==> src/rtl/piradip_axi4_pkg.sv <==
// Shared AXI4 protocol types and constants used by the piradip AXI4 masters and slaves.
package piradip_axi4;

    typedef enum logic [1:0] {
        AXI_BURST_FIXED = 2'b00,
        AXI_BURST_INCR  = 2'b01,
        AXI_BURST_WRAP  = 2'b10
    } axi_burst_t;

    typedef enum logic [1:0] {
        AXI_RESP_OKAY   = 2'b00,
        AXI_RESP_EXOKAY = 2'b01,
        AXI_RESP_SLVERR = 2'b10,
        AXI_RESP_DECERR = 2'b11
    } axi_resp_t;

endpackage

==> src/rtl/piradip_axis_axi4_dma_writer_pkg.sv <==
// State encoding and burst sizing shared by the stream-to-memory DMA (and a future read DMA).
package piradip_axis_axi4_dma_writer_pkg;

    typedef enum logic [2:0] {
        S_IDLE = 3'd0,
        S_ADDR = 3'd1,
        S_DATA = 3'd2,
        S_RESP = 3'd3,
        S_DONE = 3'd4
    } dma_state_t;

    // Beats in the next burst: limited by what is left, the burst cap and the next 4 KB page.
    // addr_lo must already be aligned to the beat size, so at least one beat always fits.
    function automatic logic [8:0] calc_blen(input logic [11:0]  addr_lo,
                                             input logic [15:0]  remaining,
                                             input int unsigned  max_len,
                                             input int unsigned  size_log2);
        logic [12:0] to_4k;
        logic [16:0] b;
        to_4k = (13'h1000 - {1'b0, addr_lo}) >> size_log2;
        b = {1'b0, remaining};
        if (17'(max_len) < b) b = 17'(max_len);
        if ({4'b0, to_4k} < b) b = {4'b0, to_4k};
        return b[8:0];
    endfunction

endpackage

==> src/rtl/piradip_axis_axi4_dma_writer.sv <==
// Stream-to-memory write DMA: turns an AXI4-Stream into AXI4 INCR write bursts over a contiguous region.
module piradip_axis_axi4_dma_writer
    import piradip_axi4::*;
    import piradip_axis_axi4_dma_writer_pkg::*;
#(
    parameter int DATA_WIDTH    = 32,
    parameter int ADDR_WIDTH    = 32,
    parameter int MAX_BURST_LEN = 16
) (
    input  logic                    aclk,
    input  logic                    aresetn,
    input  logic                    start,
    input  logic [ADDR_WIDTH-1:0]   base_addr,
    input  logic [15:0]             xfer_beats,
    output logic                    busy,
    output logic                    done,
    output logic [1:0]              error,
    input  logic [DATA_WIDTH-1:0]   s_tdata,
    input  logic                    s_tvalid,
    output logic                    s_tready,
    input  logic                    s_tlast,
    output logic [ADDR_WIDTH-1:0]   m_awaddr,
    output logic [7:0]              m_awlen,
    output logic [2:0]              m_awsize,
    output logic [1:0]              m_awburst,
    output logic                    m_awvalid,
    input  logic                    m_awready,
    output logic [DATA_WIDTH-1:0]   m_wdata,
    output logic [DATA_WIDTH/8-1:0] m_wstrb,
    output logic                    m_wlast,
    output logic                    m_wvalid,
    input  logic                    m_wready,
    input  logic [1:0]              m_bresp,
    input  logic                    m_bvalid,
    output logic                    m_bready,
    output logic [2:0]              dbg_state
);

    localparam int SIZE_LOG2 = $clog2(DATA_WIDTH / 8);
    localparam logic [ADDR_WIDTH-1:0] ALIGN_MASK =
        ~((ADDR_WIDTH'(1) << SIZE_LOG2) - ADDR_WIDTH'(1));

    dma_state_t            state_q;
    logic [ADDR_WIDTH-1:0] awaddr_q;
    logic [7:0]            awlen_q;
    logic                  awvalid_q, bready_q, busy_q, done_q;
    logic [1:0]            error_q;
    logic [15:0]           remaining_q;
    logic [8:0]            blen_q, beat_q;

    logic [ADDR_WIDTH-1:0] start_addr_d, next_addr_d;
    logic [15:0]           next_rem_d;
    logic [8:0]            first_blen_d, next_blen_d;
    logic                  w_fire, last_of_xfer;

    assign start_addr_d = base_addr & ALIGN_MASK;
    assign next_addr_d  = awaddr_q + (ADDR_WIDTH'(blen_q) << SIZE_LOG2);
    assign next_rem_d   = remaining_q - 16'(blen_q);
    assign first_blen_d = calc_blen(start_addr_d[11:0], xfer_beats, MAX_BURST_LEN, SIZE_LOG2);
    assign next_blen_d  = calc_blen(next_addr_d[11:0], next_rem_d, MAX_BURST_LEN, SIZE_LOG2);

    // W channel is a straight pass-through of the stream while a burst is open.
    assign m_wvalid     = (state_q == S_DATA) && s_tvalid;
    assign s_tready     = (state_q == S_DATA) && m_wready;
    assign m_wdata      = s_tdata;
    assign m_wstrb      = '1;
    assign m_wlast      = (state_q == S_DATA) && (beat_q == blen_q - 9'd1);
    assign w_fire       = m_wvalid && m_wready;
    assign last_of_xfer = m_wlast && (remaining_q == {7'b0, blen_q});

    assign m_awaddr  = awaddr_q;
    assign m_awlen   = awlen_q;
    assign m_awsize  = 3'(SIZE_LOG2);
    assign m_awburst = AXI_BURST_INCR;
    assign m_awvalid = awvalid_q;
    assign m_bready  = bready_q;
    assign busy      = busy_q;
    assign done      = done_q;
    assign error     = error_q;
    assign dbg_state = state_q;

    always_ff @(posedge aclk or negedge aresetn) begin
        if (!aresetn) begin
            state_q     <= S_IDLE;
            awaddr_q    <= '0;
            awlen_q     <= '0;
            awvalid_q   <= 1'b0;
            bready_q    <= 1'b0;
            busy_q      <= 1'b0;
            done_q      <= 1'b0;
            error_q     <= '0;
            remaining_q <= '0;
            blen_q      <= '0;
            beat_q      <= '0;
        end else begin
            case (state_q)
                S_IDLE: begin
                    if (start) begin
                        error_q <= '0;
                        busy_q  <= 1'b1;
                        if (xfer_beats == 16'd0) begin
                            state_q <= S_DONE;
                        end else begin
                            awaddr_q    <= start_addr_d;
                            remaining_q <= xfer_beats;
                            blen_q      <= first_blen_d;
                            awlen_q     <= 8'(first_blen_d - 9'd1);
                            awvalid_q   <= 1'b1;
                            state_q     <= S_ADDR;
                        end
                    end
                end
                S_ADDR: begin
                    if (m_awready) begin
                        awvalid_q <= 1'b0;
                        beat_q    <= '0;
                        state_q   <= S_DATA;
                    end
                end
                S_DATA: begin
                    if (w_fire) begin
                        if (s_tlast != last_of_xfer) error_q[1] <= 1'b1;
                        if (m_wlast) begin
                            bready_q <= 1'b1;
                            state_q  <= S_RESP;
                        end else begin
                            beat_q <= beat_q + 9'd1;
                        end
                    end
                end
                S_RESP: begin
                    if (m_bvalid) begin
                        bready_q <= 1'b0;
                        if (m_bresp != AXI_RESP_OKAY || next_rem_d == 16'd0) begin
                            if (m_bresp != AXI_RESP_OKAY) error_q[0] <= 1'b1;
                            done_q  <= 1'b1;
                            busy_q  <= 1'b0;
                            state_q <= S_DONE;
                        end else begin
                            awaddr_q    <= next_addr_d;
                            remaining_q <= next_rem_d;
                            blen_q      <= next_blen_d;
                            awlen_q     <= 8'(next_blen_d - 9'd1);
                            awvalid_q   <= 1'b1;
                            state_q     <= S_ADDR;
                        end
                    end
                end
                S_DONE: begin
                    // A zero-beat start arrives here with done still low and spends one extra cycle.
                    if (!done_q) begin
                        done_q <= 1'b1;
                        busy_q <= 1'b0;
                    end else begin
                        done_q  <= 1'b0;
                        state_q <= S_IDLE;
                    end
                end
                default: state_q <= S_IDLE;
            endcase
        end
    end

endmodule

==> config.mk <==
export PLATFORM = sky130hd
export DESIGN_NAME = piradip_axis_axi4_dma_writer
export DESIGN_NICKNAME = d
export VERILOG_FILES = /design/src/rtl/piradip_axi4_pkg.sv /design/src/rtl/piradip_axis_axi4_dma_writer_pkg.sv /design/src/rtl/piradip_axis_axi4_dma_writer.sv
export SDC_FILE = /design/constraint.sdc
export NUM_CORES = 1
export LEC_CHECK = 0
export BUFFER_PORTS_ARGS = -buffer_cell sky130_fd_sc_hd__buf_2
export CORE_MARGIN = 10
export CORE_UTILIZATION = 49
export CTS_CLUSTER_SIZE = 24
export DETAILED_ROUTE_END_ITERATION = 12
export PLACE_DENSITY_LB_ADDON = 0.05
export SLEW_MARGIN = 10
export SYNTH_ARGS = -nofsm -noshare
export SYNTH_HDL_FRONTEND = slang
export SYNTH_SLANG_ARGS = --single-unit
==> constraint.sdc <==
create_clock -name aclk -period 5.3 [get_ports aclk]
set_clock_uncertainty 0.2 [all_clocks]
set_input_delay 1.06 -clock aclk [delete_from_list [all_inputs] [get_ports aclk]]
set_output_delay 1.06 -clock aclk [all_outputs]
set_load 0.02 [all_outputs]
Yosys cells after proc, flatten, opt, wreduce, memory -nomap -nowiden

Index checks and enable logic that the tools add are counted.

Add/sub/neg operators: 8
$mul: 0
Divide/modulo/power cells: 0
Order comparisons: 4
Eq/ne operators: 20
Shifts and indexed selects: 0
Multiplexer cells: 64
Bitwise operators: 0
Reduce and logical (&&, ||, !) cells: 26

Operators by type and width:

| cell                                                                 | count |
|---|---|
| 32-bit two-way mux                                                   | 4 |
| 16-bit two-way mux                                                   | 6 |
| 9-bit two-way mux                                                    | 9 |
| 32-bit case mux with 2 select lines                                  | 1 |
| 9-bit case mux with 2 select lines                                   | 2 |
| 32-bit by 11-bit adder with 32-bit output                            | 1 |
| 16-bit zero test                                                     | 2 |
| 11-bit by 16-bit < comparator with 1-bit output                      | 2 |
| 5-bit by 16-bit < comparator with 1-bit output, first input constant | 2 |
| 8-bit two-way mux                                                    | 4 |
| 16-bit case mux with 2 select lines                                  | 1 |
| 13-bit by 12-bit subtractor with 13-bit output, first input constant | 2 |
| 3-bit two-way mux                                                    | 8 |
| 2-bit != test, second input constant                                 | 12 |
| 1-bit two-way mux                                                    | 20 |
| 16-bit by 9-bit equality test with 1-bit output                      | 1 |
| 8-bit case mux with 2 select lines                                   | 1 |
| 16-bit by 9-bit subtractor with 16-bit output                        | 1 |
| 8-bit by 1-bit subtractor with 8-bit output, second input constant   | 2 |
| 3-bit case mux with 5 select lines                                   | 1 |
| 5-bit AND reduction                                                  | 3 |
| 4-bit AND reduction                                                  | 3 |
| 6-bit AND reduction                                                  | 2 |
| 2-bit nonzero test                                                   | 6 |
| 16 further kinds                                                     | 26 |

Register bits: 83
Bits in latches: 0
Bits in writable memories: 0
ROM bits: 0
Memories kept: 0

Longest topological paths before layout

Gate-level depths: netlist of the first run.

Depth in word-level cells: 9
Mapped depth: 24

Least setup slack after synthesis of the first run

No wires, ideal clock.

Path type: register -> register
Start: reg blen_q[0]
End: reg awlen_q[6] (netlist: m_awlen[6])
Setup time: 69 ps
Arrival: 5164 ps
Path slack: -133 ps
Stages on the path, launching flop included: 23
Buffers on the path: 0
Clock period less this slack: 5433 ps
Cell sequence: dfrtp_1 ha_1 fa_1 nand2b_1 a21oi_1 nor2_1 xnor2_1 or4_4 nor4_4 or2b_1 ha_1 a21o_1 a21oi_1 o21ai_0 o31ai_1 nand2_1 nand2_1 a21oi_1 or2_2 ha_1 and3b_1 a211o_1 nand3_1

Longest elaborated chain between the ends: 9
Elaborated cells between the ends (all ways): 15

RTL lines:

| item                                                                                              | line                                | RTL |
|---|---|---|
| start, declared                                                                                   | piradip_axis_axi4_dma_writer.sv:49  | `logic [8:0] blen_q, beat_q;` |
| start signal, assigned                                                                            | piradip_axis_axi4_dma_writer.sv:106 | `blen_q <= first_blen_d;` |
| start signal, assigned                                                                            | piradip_axis_axi4_dma_writer.sv:142 | `blen_q <= next_blen_d;` |
| parallel branches: the longest is 9 deep, another holds 32-bit by 11-bit adder with 32-bit output | -                                   |  |
| end signal, assigned                                                                              | piradip_axis_axi4_dma_writer.sv:107 | `awlen_q <= 8'(first_blen_d - 9'd1);` |
| end signal, assigned                                                                              | piradip_axis_axi4_dma_writer.sv:143 | `awlen_q <= 8'(next_blen_d - 9'd1);` |
| end, declared                                                                                     | piradip_axis_axi4_dma_writer.sv:45  | `logic [7:0] awlen_q;` |

Parallel ways; which one is timed is not known. The select of a mux whose other input is x is not followed.
A chain may end at the register's enable or synchronous reset.

Final worst setup path of the first run

Start: reg blen_q[6]
End: reg awlen_q[6] (netlist: m_awlen[6])

Same word-level chain as after synthesis.

==> results of run 1 <==
[tightest hold or removal path, stage by stage, from the launching register on]
cell and delay (ps):
dfrtp_1 330, nand2_1 40, o21ai_0 60
[cell type report]
class / instances / area [um^2]
diodes: 1 / 2.50
well taps: 184 / 230
inverters: 32 / 120
clock inverters: 3 / 65.1
flip-flops and latches: 81 / 2030
multi-input cells: 737 / 4880
clock buffers: 12 / 246
repair buffers: 183 / 1140
fillers: 1377 / 5650
[cells by family after synthesis]
logic type      Yosys count  synth area share
compound gates          288             0.255
xor+xnor                 46            0.0565
fa+ha+maj                46            0.0829
buf+inv                 114            0.0862
flops                    81             0.284
mux                       5           0.00702
other cells               2           0.00105
simple gates            329             0.227
[through the flow]
| stage | instance area, um^2 | std cells | util | worst slack (ps) | total power, mW |
|---|---|---|---|---|---|
| after floorplan | 7210 | 932 | - | 1.38 | 4.43 |
| after global placement | 7980 | 1204 | 0.556 | -104 | 5.94 |
| after detailed placement | 7980 | 1204 | 0.556 | -126 | 5.96 |
| after CTS | 8310 | 1219 | 0.579 | 17.8 | 6.72 |
| after global routing | 8710 | 1232 | 0.606 | -195 | 8.00 |
| final | 8720 | 1233 | 0.607 | 52.8 | 7.33 |
[power by group through the flow]
stage          clock, mW  sequential [mW]  combinational (mW)
6_report           0.683             1.21                5.44
3_5_place_dp           0             1.20                4.76
3_3_place_gp           0             1.19                4.75
4_1_cts            0.694             1.19                4.83
5_1_grt            0.716             1.26                6.03
2_1_floorplan          0             1.33                3.10
[flip-flops by register name, summed over array words and instances, names as in the netlist]
register and count:
beat_q 9, remaining_q 16, busy 1, m_awlen 8, error 2, blen_q 9
m_awaddr 30, done 1, m_awvalid 1, dbg_state 3, m_bready 1
[cell usage after synthesis, drive strengths merged (4+ instances only)]
library cell / number / share of area
o21ai: 78 / 0.056
nor4: 9 / 0.014
nor3: 21 / 0.015
or3: 7 / 0.0068
o31ai: 4 / 0.0049
a2bb2oi: 10 / 0.012
or2: 9 / 0.0083
clkbuf: 22 / 0.012
nor2b: 6 / 0.0053
ha: 44 / 0.077
a21oi: 83 / 0.058
nand3: 25 / 0.018
xor2: 28 / 0.034
nand4: 14 / 0.012
and2: 11 / 0.0097
a211o: 4 / 0.0049
a21o: 15 / 0.016
o22ai: 18 / 0.016
buf: 60 / 0.058
a211oi: 7 / 0.0081
and3: 10 / 0.0095
or4: 6 / 0.0068
nor2: 97 / 0.051
o21a: 8 / 0.0084
nand2b: 11 / 0.0097
xnor2: 18 / 0.022
a22o: 4 / 0.0049
inv: 32 / 0.017
dfrtp: 81 / 0.28
mux2i: 5 / 0.0070
a22oi: 5 / 0.0053
o211ai: 4 / 0.0042
a31oi: 13 / 0.011
nand2: 93 / 0.049
[routing by layer]
layer / up-vias / wire [um] / global-route usage
met4: 0 / 317 / 0.0668
met3: 30 / 1530 / 0.0584
li1: 3486 / - / -
met5: - / 0 / 0
met2: 192 / 9730 / 0.313
met1: 3270 / 9830 / 0.279
[worst max-delay path by stage]
| stage | cells past startpoint | start | to | slack [ps] |
|---|---|---|---|---|
| 5_1_grt | 21 | blen_q[6] | m_awlen[6] | -190 |
| 2_1_floorplan | 22 | blen_q[0] | m_awlen[6] | 1 |
| 6_report | 21 | blen_q[6] | m_awlen[6] | 50 |
| 4_1_cts | 23 | blen_q[3] | m_awlen[4] | 20 |
| 3_3_place_gp | 21 | blen_q[0] | m_awlen[6] | -100 |
| 3_5_place_dp | 22 | remaining_q[0] | m_awlen[6] | -130 |
[repair_timing]
| item | in CTS | in global routing |
|---|---|---|
| setup endpoints to repair | 5 | 9 |
| resized for setup | 5 | 64 |
| setup buffers | 0 | 14 |
| pin swaps | 2 | 32 |
==> results.sh, run 1 <==
export IMPL_grt_setup_unrepaired="yes"
export IMPL_netlist_cell_type_count=81
export IMPL_drv_cap=0
export IMPL_min_period_over_period=0.990
export IMPL_portBuffers=105
export IMPL_cts_hold_buf=0
export IMPL_pwr_share_seq=0.165
export IMPL_async_reset_ff_frac=1.00
export IMPL_timing_setup_tns_ps=0
export IMPL_grt_usage=0.207
export IMPL_initial_utilization=0.496
export IMPL_slew_violations=0
export IMPL_max_stage_delay_ps=560
export IMPL_hold_viol_final=0
export IMPL_critPathLaunchType="flop"
export IMPL_cp_num_buf_inv=1
export IMPL_power_frac_comb=0.742
export IMPL_synth_enable_flop_cells=0
export IMPL_crit_chain="inv_1, ha_4, a21oi_4, o32ai_1, a211oi_1, nand4_1, or4_4, nor4_4, or2b_1, ha_2, a21o_1, a21oi_2, o211ai_1, a211o_1, nor4_4, o21ai_2, o21a_1, ha_2, and3b_2, a211o_1, nand3_1"
export IMPL_internal_power_mw=3.68
export IMPL_worstSetupEndpointType="flop"
export IMPL_syn_area_um2=7130
export IMPL_overflow=0
export IMPL_cts_root_buf="clkbuf_16"
export IMPL_status="completed"
export IMPL_period_needed_ps=5250
export IMPL_hold_ws_ps=272
export IMPL_path_class="flop to flop"
export IMPL_cts_tree="done"
export IMPL_hp_class="flop to flop"
export IMPL_worstSkewPairLatency_ps=350
export IMPL_grt_pass1_vias=6736
export IMPL_swShare=0.498
export IMPL_num_rows=44
export IMPL_drive_gt1_frac=0.259
export IMPL_max_slew_worst_pin_slew_ps=726
export IMPL_dr_pass1_iters=5
export IMPL_power_switching_mw=3.65
export IMPL_dp_hpwl_um=16000
export IMPL_layout_commonest_cell="buf_2"
export IMPL_reg2reg_depth=21
export IMPL_fin_nets=1180
export IMPL_cts_buffers=9
export IMPL_yosys_most_used_dff="dfrtp_1"
export IMPL_drcViolationCount=0
export IMPL_cp_slowest_cell="or4_4"
export IMPL_clockPowerShare=0.093
export IMPL_yosysSeqAreaShare=0.284
export IMPL_antenna_found_initial=0
export IMPL_reg2reg_slack_ps=50
export IMPL_vias_per_cell=5.66
export IMPL_place_congestion=0.944
export IMPL_cts_sinks=81
export IMPL_clock_fmax_mhz=191
export IMPL_wl_per_cell_um=17.4
export IMPL_htreeDepth=3
export IMPL_grt_max_degree=74
export IMPL_synthCells=911
export IMPL_powerDensity_nw_per_um2=841
export IMPL_ir_drop_uv=325
export IMPL_drt_initial_drc_count=420
export IMPL_r2r_end="m_awlen[6]"
export IMPL_power_leakage_nw=3.90
export IMPL_cp_arrival_ps=5340
export IMPL_setup_viol=0
export IMPL_drt_wl_total_um=21400
export IMPL_reg2reg_from="blen_q[6]"
export IMPL_holdPathStages=2
export IMPL_clkSlewWorstSetupHoldPaths_ps=60
export IMPL_areaGrowthSynthToFinish_pct=22.3
export IMPL_fp_dieH_um=141
export IMPL_path_max_fanout=5
export IMPL_avgSynthCellArea_um2=7.82
export IMPL_holdPathEnd="m_awlen[3]"
export IMPL_hp_start="m_awlen[3]"
export IMPL_postRouteAntennaNets=0
export IMPL_final_cell_mix="buf_2, nor2_1, nand2_1"
export IMPL_design_core_area_um2=14400
export IMPL_pin_count=183
export IMPL_synth_yosys_warnings=0
export IMPL_grt_pass1_wl_um=34200
export IMPL_cts_max_path_buffers=2
export IMPL_via_count=6978
export IMPL_crit_family="simple AND/OR/NAND/NOR gates"
export IMPL_critPathRequiredTime_ps=5390
export IMPL_dieArea_um2=19800
export IMPL_slew_headroom=0.516
export IMPL_fp_dieW_um=141
export IMPL_synth_seq_cells=81
Note: power is estimated with default switching activity, not from simulation.
==> run 2: changes to the inputs <==
--- a/config.mk
+++ b/config.mk
@@ -6,7 +6,7 @@
 export NUM_CORES = 1
 export LEC_CHECK = 0
 export BUFFER_PORTS_ARGS = -buffer_cell sky130_fd_sc_hd__buf_2
-export CORE_MARGIN = 10
+export CORE_MARGIN = 1
 export CORE_UTILIZATION = 49
 export CTS_CLUSTER_SIZE = 24
 export DETAILED_ROUTE_END_ITERATION = 12
==> results.sh, run 2 (synthesis gave the netlist of run 1 again) <==
export IMPL_layout_commonest_cell="buf_2"
export IMPL_slew_headroom=0.464
export IMPL_worstSetupEndpointType="flop"
export IMPL_pin_count=183
export IMPL_cts_tree="done"
export IMPL_worstSkewPairLatency_ps=360
export IMPL_portBuffers=105
export IMPL_grt_pass1_wl_um=31700
export IMPL_cts_sinks=81
export IMPL_largest_reg_flops=30
export IMPL_final_cell_mix="buf_2, nor2_1, nand2_1"
export IMPL_period_needed_ps=5280
export IMPL_clkSlewWorstSetupHoldPaths_ps=60
export IMPL_cts_hold_buf=0
export IMPL_drive_gt1_frac=0.276
export IMPL_path_max_fanout=4
export IMPL_hp_class="flop to flop"
export IMPL_drcViolationCount=0
export IMPL_setup_slack_ps=21.3
export IMPL_timing_setup_tns_ps=0
export IMPL_pre_cts_ws_ps=-107
export IMPL_final_util=0.636
export IMPL_hp_start="m_awlen[3]"
export IMPL_path_class="flop to flop"
export IMPL_crit_chain="buf_6, ha_2, inv_1, fa_2, nand2b_4, a21oi_2, o31a_1, o21ai_1, a21oi_2, nand2b_4, nand3_1, xor2_1, ha_1, a21o_1, a21oi_2, o211ai_1, a211o_1, nor4_4, o21ai_2, o21a_1, ha_2, and3b_2, a211o_1, nand3_2"
export IMPL_cts_buffers=9
export IMPL_via_count=7115
export IMPL_antenna_found_initial=1
export IMPL_cts_root_buf="clkbuf_16"
export IMPL_powerDensity_nw_per_um2=851
export IMPL_drt_wl_total_um=20600
export IMPL_grt_pass1_vias=6179
export IMPL_ir_drop_uv=330
export IMPL_grt_max_degree=64
export IMPL_reg2reg_from="blen_q[0]"
export IMPL_dieArea_um2=15000
export IMPL_critPathLaunchType="flop"
export IMPL_drt_initial_drc_count=344
export IMPL_critPathRequiredTime_ps=5390
export IMPL_fp_dieH_um=123
export IMPL_dp_hpwl_um=15200
export IMPL_fp_dieW_um=123
export IMPL_vias_per_cell=5.75
export IMPL_status="completed"
export IMPL_cp_slowest_cell="dfrtp_1"
export IMPL_max_stage_delay_ps=400
export IMPL_power_leakage_nw=3.97
export IMPL_slew_violations=0
export IMPL_grt_usage=0.273
export IMPL_areaGrowthSynthToFinish_pct=25.4
export IMPL_crit_start="blen_q[0]"
export IMPL_postRouteAntennaNets=0
export IMPL_wl_per_cell_um=16.7
export IMPL_overflow=0
export IMPL_num_rows=43
export IMPL_max_slew_worst_pin_slew_ps=798
export IMPL_min_period_over_period=0.996
export IMPL_design_core_area_um2=14000
export IMPL_place_congestion=0.893
export IMPL_grt_setup_unrepaired="yes"
export IMPL_drv_cap=0
export IMPL_clock_fmax_mhz=189
export IMPL_dr_pass1_iters=5
export IMPL_crit_path_frequent_cell="a21oi_2"
export IMPL_cts_max_path_buffers=2
export IMPL_setup_viol=0
export IMPL_fin_nets=1188
export IMPL_hold_viol_final=0
export IMPL_cp_arrival_ps=5370
export IMPL_initial_utilization=0.508
export IMPL_htreeDepth=3
run 2: cell count changes in the layout (fill, tap and decap cells not counted), moves of 3 or more:
cell,delta
a21oi_1,-4
a21oi_2,+3
buf_4,+5
ha_4,+3
nor3_2,-3
o21ai_0,-3
o21ai_1,+4
run 2: layout make-up:
type                       instances  area, um^2
multi-input combinational        737        5000
clock buffer                      11         253
tap                              180         225
antenna                            1        2.50
fill                            1296        5110
sequential                        81        2030
inverter                          32         120
timing repair buffer             191        1230
clock inverter                     5        77.6
run 2: what timing repair did:
action / 4_1_cts / 5_1_grt
pin swaps: 1 / 48
setup buffers: 1 / 17
endpoints found under the setup margin: 4 / 11
gates resized for setup: 3 / 88
run 2: worst max-delay path, delay by kind of cell, from the launching register on:
family,cells,cell delay (ps)
adders and majority gates,4,980
xor gates and xnor gates,1,180
AOI/OAI and AO/OA,11,2230
buffers and inverters,2,180
DFF,1,400
and+or+nand+nor,6,1040
run 2: final timing paths:
kind,end,slack [ps],cells past startpoint
hold / removal,m_awlen[3],280,2
setup reg to reg,m_awlen[6],20,24
hold reg to reg,m_awlen[3],280,2
min in group asynchronous,m_awaddr[3],530,1
setup / recovery,m_awlen[6],20,24
max in group asynchronous,m_awlen[7],3440,2
run 2: through the flow:
| stage | cells | power [mW] | instance area (um^2) | hold WS [ps] |
|---|---|---|---|---|
| floorplan | 932 | 4.43 | 7210 | 256 |
| global placement | 1205 | 5.99 | 8030 | 261 |
| detailed placement | 1205 | 6.02 | 8030 | 270 |
| CTS | 1222 | 6.77 | 8370 | 283 |
| global route | 1237 | 8.25 | 8930 | 312 |
| finish | 1238 | 7.60 | 8930 | 279 |
run 2: routing by layer:
metal | GRT usage | share of wire
met4 | 0.0838 | 0.014
met3 | 0.0414 | 0.054
met1 | 0.382 | 0.47
met2 | 0.432 | 0.47
met5 | 0 | 0
run 2: power breakdown:
group | total, mW | switching [mW] | leakage, nW | internal, mW
logic | 5.69 | 3.16 | 2.84 | 2.53
clock network | 0.707 | 0.270 | 0.162 | 0.437
registers | 1.21 | 0.305 | 0.966 | 0.906
total | 7.60 | 3.73 | 3.97 | 3.87
